`src/rtl/pll_seq_pkg.sv`:
```
// pll_seq_pkg: shared state encoding and default 50 MHz timing for the PLL lock sequencer
package pll_seq_pkg;
  typedef enum logic [2:0] {
    PWRDN     = 3'd0,
    PLLRST    = 3'd1,
    WAIT_LOCK = 3'd2,
    STABLE    = 3'd3,
    RUN       = 3'd4,
    FAULT     = 3'd5
  } state_t;
  localparam int PWD_CYCLES_DEF    = 16;
  localparam int RST_CYCLES_DEF    = 64;
  localparam int LOCK_TIMEOUT_DEF  = 50000;
  localparam int STABLE_CYCLES_DEF = 1024;
  localparam int MAX_RETRIES_DEF   = 3;
  localparam int CNT_W_DEF         = 20;
  function automatic int max4(input int a, input int b, input int c, input int d);
    int m;
    m = a > b ? a : b;
    m = m > c ? m : c;
    return m > d ? m : d;
  endfunction
endpackage

```
`src/rtl/sync_2ff.sv`:
```
// sync_2ff: two-flop synchronizer with asynchronous active-high reset to 0
module sync_2ff (
  input  logic clk,
  input  logic rst,
  input  logic d,
  output logic q
);
  logic meta;
  // shift the asynchronous input through two flops to settle metastability
  always_ff @(posedge clk or posedge rst)
    if (rst) {q, meta} <= 2'b00;
    else     {q, meta} <= {meta, d};
endmodule

```
`src/rtl/pll_lock_sequencer.sv`:
```
// pll_lock_sequencer: powers up a PLL, qualifies lock, releases system reset and supervises lock loss
module pll_lock_sequencer
  import pll_seq_pkg::*;
#(
  parameter int PWD_CYCLES    = PWD_CYCLES_DEF,
  parameter int RST_CYCLES    = RST_CYCLES_DEF,
  parameter int LOCK_TIMEOUT  = LOCK_TIMEOUT_DEF,
  parameter int STABLE_CYCLES = STABLE_CYCLES_DEF,
  parameter int MAX_RETRIES   = MAX_RETRIES_DEF,
  parameter int CNT_W         = CNT_W_DEF
) (
  input  logic       clkin,
  input  logic       reset,
  input  logic       pll_lock,
  input  logic       relock_req,
  output logic       pll_pwd,
  output logic       pll_reset,
  output logic       sys_reset,
  output logic       ready,
  output logic       fault,
  output logic [1:0] retry_cnt,
  output logic [2:0] state_dbg
);
  localparam int MAX_T = max4(PWD_CYCLES, RST_CYCLES, LOCK_TIMEOUT, STABLE_CYCLES);
  if (((MAX_T - 1) >> CNT_W) != 0) begin : g_cnt_w_check
    $error("CNT_W too narrow for the longest timing parameter");
  end
  state_t           state, nxt;
  logic [CNT_W-1:0] timer;
  logic [1:0]       retry_nxt;
  logic             lock_s, fail, can_retry;
  sync_2ff u_lock_sync (
    .clk (clkin),
    .rst (reset),
    .d   (pll_lock),
    .q   (lock_s)
  );
  assign state_dbg = state;
  assign can_retry = 32'(retry_cnt) < MAX_RETRIES;
  // next-state and retry bookkeeping; relock_req overrides everything
  always_comb begin
    nxt       = state;
    fail      = 1'b0;
    retry_nxt = retry_cnt;
    case (state)
      PWRDN:     nxt = timer == CNT_W'(PWD_CYCLES - 1) ? PLLRST : PWRDN;
      PLLRST:    nxt = timer == CNT_W'(RST_CYCLES - 1) ? WAIT_LOCK : PLLRST;
      WAIT_LOCK: begin
        nxt  = lock_s ? STABLE : WAIT_LOCK;
        fail = !lock_s && timer == CNT_W'(LOCK_TIMEOUT - 1);
      end
      STABLE: begin
        nxt  = timer == CNT_W'(STABLE_CYCLES - 1) ? RUN : STABLE;
        fail = !lock_s;
      end
      RUN: begin
        nxt       = lock_s ? RUN : PLLRST;
        retry_nxt = lock_s || &retry_cnt ? retry_cnt : retry_cnt + 2'd1;
      end
      default:   nxt = FAULT;
    endcase
    if (fail) begin
      nxt       = can_retry ? PLLRST : FAULT;
      retry_nxt = can_retry && !(&retry_cnt) ? retry_cnt + 2'd1 : retry_cnt;
    end
    if (relock_req) begin
      nxt       = PWRDN;
      retry_nxt = '0;
    end
  end
  // state, timer and outputs all registered, outputs decoded from the next state
  always_ff @(posedge clkin or posedge reset)
    if (reset) begin
      state     <= PWRDN;
      timer     <= '0;
      retry_cnt <= '0;
      pll_pwd   <= 1'b1;
      pll_reset <= 1'b1;
      sys_reset <= 1'b1;
      ready     <= 1'b0;
      fault     <= 1'b0;
    end else begin
      state     <= nxt;
      retry_cnt <= retry_nxt;
      timer     <= (nxt != state || relock_req || nxt inside {RUN, FAULT}) ? '0 : timer + 1'b1;
      pll_pwd   <= nxt inside {PWRDN, FAULT};
      pll_reset <= nxt inside {PWRDN, PLLRST, FAULT};
      sys_reset <= nxt != RUN;
      ready     <= nxt == RUN;
      fault     <= nxt == FAULT;
    end
endmodule
```
`config.mk`:
```
export PLATFORM = sky130hd
export DESIGN_NAME = pll_lock_sequencer
export DESIGN_NICKNAME = d
export VERILOG_FILES = /design/src/rtl/pll_seq_pkg.sv /design/src/rtl/sync_2ff.sv /design/src/rtl/pll_lock_sequencer.sv
export SDC_FILE = /design/constraint.sdc
export NUM_CORES = 1
export LEC_CHECK = 0
export BUFFER_PORTS_ARGS = -buffer_cell sky130_fd_sc_hd__buf_2
export CELL_PAD_IN_SITES_DETAIL_PLACEMENT = 1
export CELL_PAD_IN_SITES_GLOBAL_PLACEMENT = 2
export CORE_MARGIN = 2
export CORE_UTILIZATION = 39
export DETAILED_ROUTE_END_ITERATION = 16
export PLACE_DENSITY = 0.88
export SYNTH_ARGS = -nofsm -noshare
export SYNTH_HDL_FRONTEND = slang
export SYNTH_SLANG_ARGS = --single-unit
```
`constraint.sdc`:
```
create_clock -name clkin -period 2.4 [get_ports clkin]
set_input_delay 0.36 -clock clkin [delete_from_list [all_inputs] [get_ports clkin]]
set_output_delay 0.36 -clock clkin [all_outputs]
set_load 0.005 [all_outputs]
```
-- Yosys cells after proc, flatten, opt, wreduce, memory -nomap -nowiden
Cells that the tools add are included.
- flip-flop bits (word level): 32
- logic and storage cells: 59
- $add $sub $neg: 2
- order comparisons: 1
- equal/unequal tests: 15
- muxes and demuxes: 16
- reductions and logical operators: 15
- operator list (operator ; number):
    $add 20x1->20 const B ; 1
    $eq 20x10->1 const B ; 1
    $eq 20x16->1 const B ; 1
    $eq 20x4->1 const B ; 1
    $eq 20x6->1 const B ; 1
    $mux 20 ; 1
    $mux 3 ; 5
    $pmux 3 s5 ; 1
    $mux 2 ; 6
    $eq 3x3->1 const B ; 3
    $eq 3x1->1 const B ; 2
    $eq 3x2->1 const B ; 2
    $logic_not 3->1 ; 2
    $ne 3x3->1 const B ; 2
    $reduce_bool 3->1 ; 2
    $reduce_bool 2->1 ; 2
    $logic_or 1x1->1 ; 3
    $ne 3x2->1 const B ; 1
    $ne 3x3->1 ; 1
    $reduce_and 3->1 ; 1
    $add 2x1->2 const B ; 1
    $logic_and 1x1->1 ; 2
    $logic_not 1->1 ; 2
    $lt 2x2->1 const B ; 1
    3 further kinds ; 4

-- Depth between registers and ports, before layout
- depth in word-level cells: 9
- mapped depth: 9
- depth with buffers taken out: 8

-- Cells and area by module
From an unflattened synthesis, not the netlist that was laid out.
- cells, all modules: 181
- area, all modules: 1740.4 µm²
- by module, submodules not included (module ; instances ; cells each ; area each (µm²)):
    pll_lock_sequencer ; 1 ; 178 ; 1686.6
    sync_2ff ; 1 ; 3 ; 53.8

-- Least setup slack after synthesis
OpenSTA, ideal clock, no wires.
- path kind: register to register
- start point: reg state[0] (netlist: state_dbg[0])
- end point: reg timer[11]
- library setup time: 129 ps
- arrival: 1878 ps
- required time: 2271 ps
- setup slack: 393 ps
- cell stages (with the launch flop): 10
- buffers on the path: 2
- cells stage by stage: dfrtp_1 buf_6 nor4_1 nand2_1 nor4_2 o21ba_2 nand3b_2 xor2_2 buf_6 nor3_2
- longest elaborated chain between the ends: 8
- elaborated cells between the ends (all ways): 16
- ends and longest elaborated chain (item ; line ; RTL):
    start: declaration ; pll_lock_sequencer.sv:28 ; state_t state, nxt;
    start signal: assignment ; pll_lock_sequencer.sv:83 ; state <= nxt;
    $eq 3x3->1, or another cell as far along ; pll_lock_sequencer.sv:45 ; case (state)
    $pmux 3 s5 / $pmux 1 s2 (equally long branches) ; pll_lock_sequencer.sv:45 ;
    $mux 3 ; pll_lock_sequencer.sv:62 ; if (fail) begin
    $mux 3 ; pll_lock_sequencer.sv:66 ; if (relock_req) begin
    $eq 3x3->1 / $ne 3x3->1 (equally long branches) ; pll_lock_sequencer.sv:85 ; timer <= (nxt != state || relock_req || nxt inside {RUN, FAULT}) ? '0 : timer + 1'b1;
    $reduce_bool 2->1 / $logic_or 1x1->1 (equally long branches) ; pll_lock_sequencer.sv:85 ;
    $logic_or 1x1->1 (*) ; pll_lock_sequencer.sv:85 ;
    $mux 20 (*) ; pll_lock_sequencer.sv:85 ;
    end signal: assignment ; pll_lock_sequencer.sv:85 ;
    end: declaration ; pll_lock_sequencer.sv:29 ; logic [CNT_W-1:0] timer;
Mark *: on every way between the ends. The rest lies on a longest branch, timed or not.
A chain may end at the register's enable or synchronous reset.

-- Final worst setup path
- start point: reg timer[11]
- end point: reg timer[5]
- longest elaborated chain between the ends: 9
- elaborated cells between the ends (all ways): 19
- ends and longest elaborated chain (item ; line ; RTL):
    $eq 20x10->1, or another cell as far along ; pll_lock_sequencer.sv:53 ; nxt = timer == CNT_W'(STABLE_CYCLES - 1) ? RUN : STABLE;
    $mux 3, or another cell as far along ; pll_lock_sequencer.sv:53 ;
    $pmux 3 s5 / $pmux 1 s2 (equally long branches) ; pll_lock_sequencer.sv:45 ;
    $mux 3 (*) ; pll_lock_sequencer.sv:62 ;
    $mux 3 (*) ; pll_lock_sequencer.sv:66 ;
    $eq 3x3->1 / $ne 3x3->1 (equally long branches) ; pll_lock_sequencer.sv:85 ;
    $reduce_bool 2->1 / $logic_or 1x1->1 (equally long branches) ; pll_lock_sequencer.sv:85 ;
    $logic_or 1x1->1 (*) ; pll_lock_sequencer.sv:85 ;
    $mux 20 (*) ; pll_lock_sequencer.sv:85 ;
Marks and branches as above.

==> summary by stage <==
Min path
The kind of path behind the tightest hold check is in2async.

Die
The area inside the core boundary is 4350 µm². The floorplan die width is 71.4 µm. Row generation in the floorplan step produced 24 rows.

The floorplan step defined a die boundary enclosing 5090 µm². Measured along the y axis, the die boundary spans 71.4 µm. The initial core utilization is 40.6%. The top-level I/O count is 14.

Timing
The worst-case headroom to the max-slew limit is 59.1%. For the final routed database, the setup TNS stands at 0 ps. Once routing completed, OpenROAD measured the worst setup slack at 139 ps.

The smallest clock period supported by the final layout is computed as 2260 ps. The final cycle utilization of the critical path is 94.2%. The measured slew at the worst slew-check pin is 612 ps. The number of max-slew violations in the final report was 0.

Static timing analysis puts the maximum clock frequency at 442 MHz. Between clock sinks in the finished design, the worst skew comes to 8.04 ps. The worst hold slack after final layout is 145 ps. The number of hold-slack violations in the final timing report was 0. The number of endpoints failing setup at the final stage is 0.

Layout
The number of standard cells in the layout, taps in and fillers out is 234. The final layout net count is 188. The final core utilization is 47.2%. The final cell area excluding filler cells is 2050 µm².

The post-route netlist has 36.8% of its cells at a drive strength greater than 1. In the layout the commonest cells are sky130_fd_sc_hd__dfrtp_1, sky130_fd_sc_hd__nor3_2, sky130_fd_sc_hd__nor2_1. The number of antenna diodes in the final layout is 0.

The largest register by flop count is timer. Relative to the synthesized area, the layout overhead comes to 16.1%. The library cell used most frequently in the layout, excluding fill and tap cells, is sky130_fd_sc_hd__dfrtp_1.

The flip-flop count of the largest register, all copies and words added is 20. Fill cells in the final layout number 475.

Setup path
The worst setup path is captured at a register. The setup check on the worst reg-to-reg path leaves a slack of 140 ps. The startpoint identified for the worst register-to-register timing path is timer[11]. The critical path endpoint is timer[5]. The worst setup path is of the reg2reg kind. The startpoint type of the worst setup path is a register.

The largest fanout on the critical path is 20. The arrival time of the worst setup path is 2430 ps. The worst endpoint required time is 2570 ps.

The origin of the worst setup path is timer[11]. The worst register-to-register path ends at timer[5]. The number of cells on the worst reg-to-reg path is 8.

Detailed routing
The violation count after the first detailed-routing iteration is 54. The wire length per cell is 16.9 µm. Summed over all layers, the routed wires come to 3.95 mm. The average via count per standard cell is 5.45. The remaining antenna violation count after routing is 0.

The routed layout has 1275 vias. The total DRC errors in the routed layout is 0. The first detailed-routing pass ran for 4 iterations.

Power
The worst voltage drop across the vdd grid is 0.000342 V. For this design the ratio of total power to cell area is 500 nW/µm². The total chip power is 1.03 mW. The leakage dissipation is 0.905 nW.

GRT
The maximum number of pins on one net before global-route repair is 21. The first-pass GRT wire length is 6.66 mm. The initial antenna violation count is 0. The number of global-route vias before repair is 1382. Summed over all layers, the global routing overflow is 0. The overall fraction of global-route tracks in use is 16.9%.

Clock tree
The insertion delay to the later sink of the worst-skew pair is 280 ps. Buffers inserted during clock tree synthesis total 5. The count of clock tree sinks is 32. The clock-pin slew on the worst setup and hold paths is 60 ps. The CTS tree is done. The depth of the CTS H-tree is 2. The number of buffers between clock root and the deepest sink is 2. The tree is rooted in a sky130_fd_sc_hd__clkbuf_8.

Yosys
The Yosys warning count is 0. The share of the synthesized area in the top cell type is 41.0%. Among all flip-flop cells after synthesis, the most frequent one is sky130_fd_sc_hd__dfrtp_1.

Yosys mapped a number of flops with a built-in enable equal to 0. The mapped netlist covers 1770 µm². Summing the sequential cell areas from Yosys gives 45.5% of the chip area. Counting flops and latches in the post-synthesis netlist gives 32.

When the netlist entered floorplanning its net count stood at 168. The biggest area consumer among synthesized cells is sky130_fd_sc_hd__dfrtp_1. The number of library cell types mapped by synthesis is 41.

The cell count after synthesis is 162. By area the synthesized netlist is led by sky130_fd_sc_hd__dfrtp_1, sky130_fd_sc_hd__nor3_2, sky130_fd_sc_hd__xnor2_1. For this run, asynchronously set or reset flops after synthesis account for 100%.

The post-synthesis average cell area is 10.9 µm².

Placement
In this run the cell area measured after placement is 1910 µm². In this run the tool buffered the top-level ports with 13 buffer cells. The number of placed instances, taps included is 226. The placer's final routability congestion estimate is 0.774.

The post-DP HPWL is 2.81 mm. OpenSTA, run right after detailed placement, puts the worst setup slack at 147 ps.

Run status
The flow ran to the end, and the final reports show no timing, DRC or antenna violations.

Job
The tool flagged a number of max-cap violations equal to 0.
[how the worst min path moves through the flow]
stage                       end  slack, ps        startpoint  cells after the start
2_1_floorplan     u_lock_sync.q        330  u_lock_sync.meta                      0
3_3_place_gp      u_lock_sync.q        330  u_lock_sync.meta                      0
3_5_place_dp      u_lock_sync.q        340  u_lock_sync.meta                      0
4_1_cts               timer[13]        160             reset                      2
5_1_grt        u_lock_sync.meta        170          pll_lock                      1
6_report              timer[13]        140             reset                      2
[logic make-up (layout without fill, tap and decap cells)]
kind of cell               after synthesis  in the layout  synth area share (%)
and+or+nand+nor                         86             86                  34.3
AOI/OAI and AO/OA                       10             10                  3.54
buffers and inverters                   10             30                  3.82
muxes                                    2              2                  1.13
DFF                                     32             32                  45.5
xor gates and xnor gates                20             20                  10.3
adders and majority gates                2              2                  1.41
[synth_stat cells (3+ instances only)]
cell / count
sky130_fd_sc_hd__xnor2_1: 11
sky130_fd_sc_hd__buf_6: 3
sky130_fd_sc_hd__xor2_1: 8
sky130_fd_sc_hd__dfstp_2: 3
sky130_fd_sc_hd__nand3_1: 5
sky130_fd_sc_hd__nor3_1: 3
sky130_fd_sc_hd__o21ai_0: 3
sky130_fd_sc_hd__dfrtp_1: 29
sky130_fd_sc_hd__inv_1: 3
sky130_fd_sc_hd__nand2_1: 13
sky130_fd_sc_hd__nor4_1: 3
sky130_fd_sc_hd__nor2_1: 15
sky130_fd_sc_hd__nor3_2: 19
sky130_fd_sc_hd__nand4_1: 6
sky130_fd_sc_hd__buf_2: 3
[worst max-delay path: stages, from the launching register on]
cell and delay (ps):
sky130_fd_sc_hd__dfrtp_1 470, sky130_fd_sc_hd__nor4_4 330, sky130_fd_sc_hd__nand2_1 160, sky130_fd_sc_hd__nor4_4 320
sky130_fd_sc_hd__o21ba_2 220, sky130_fd_sc_hd__nand3b_2 170, sky130_fd_sc_hd__xor2_2 190, sky130_fd_sc_hd__buf_12 210
sky130_fd_sc_hd__nor3_2 60
[final cells by class]
cell class / instances / area, µm² / area share (%)
flip-flops and latches: 32 / 805 / 39.2
multi-input cells: 120 / 933 / 45.5
repair buffers: 20 / 143 / 6.95
inverters: 3 / 11.3 / 0.548
well taps: 52 / 65.1 / 3.17
clock buffers: 7 / 96.3 / 4.69
[layer usage]
layer | wire (µm) | track usage [%] | up-vias
li1 | - | - | 603
met1 | 1610 | 20.4 | 644
met5 | 0 | 0 | -
met4 | 55 | 5.24 | 0
met2 | 2140 | 29.4 | 19
met3 | 141 | 4.50 | 9
[report_power, final]
group | switching, mW | internal, mW | total (mW)
clock network | 0.180 | 0.255 | 0.435
logic | 0.0261 | 0.0151 | 0.0412
registers | 0.00505 | 0.546 | 0.551
[repair_timing]
action / CTS / global route
resized for setup: 0 / 7
setup buffers: 0 / 1
setup endpoints to repair: 0 / 21
hold buffers: 0 / 0
No activity file was read; power rests on OpenSTA's default activity.
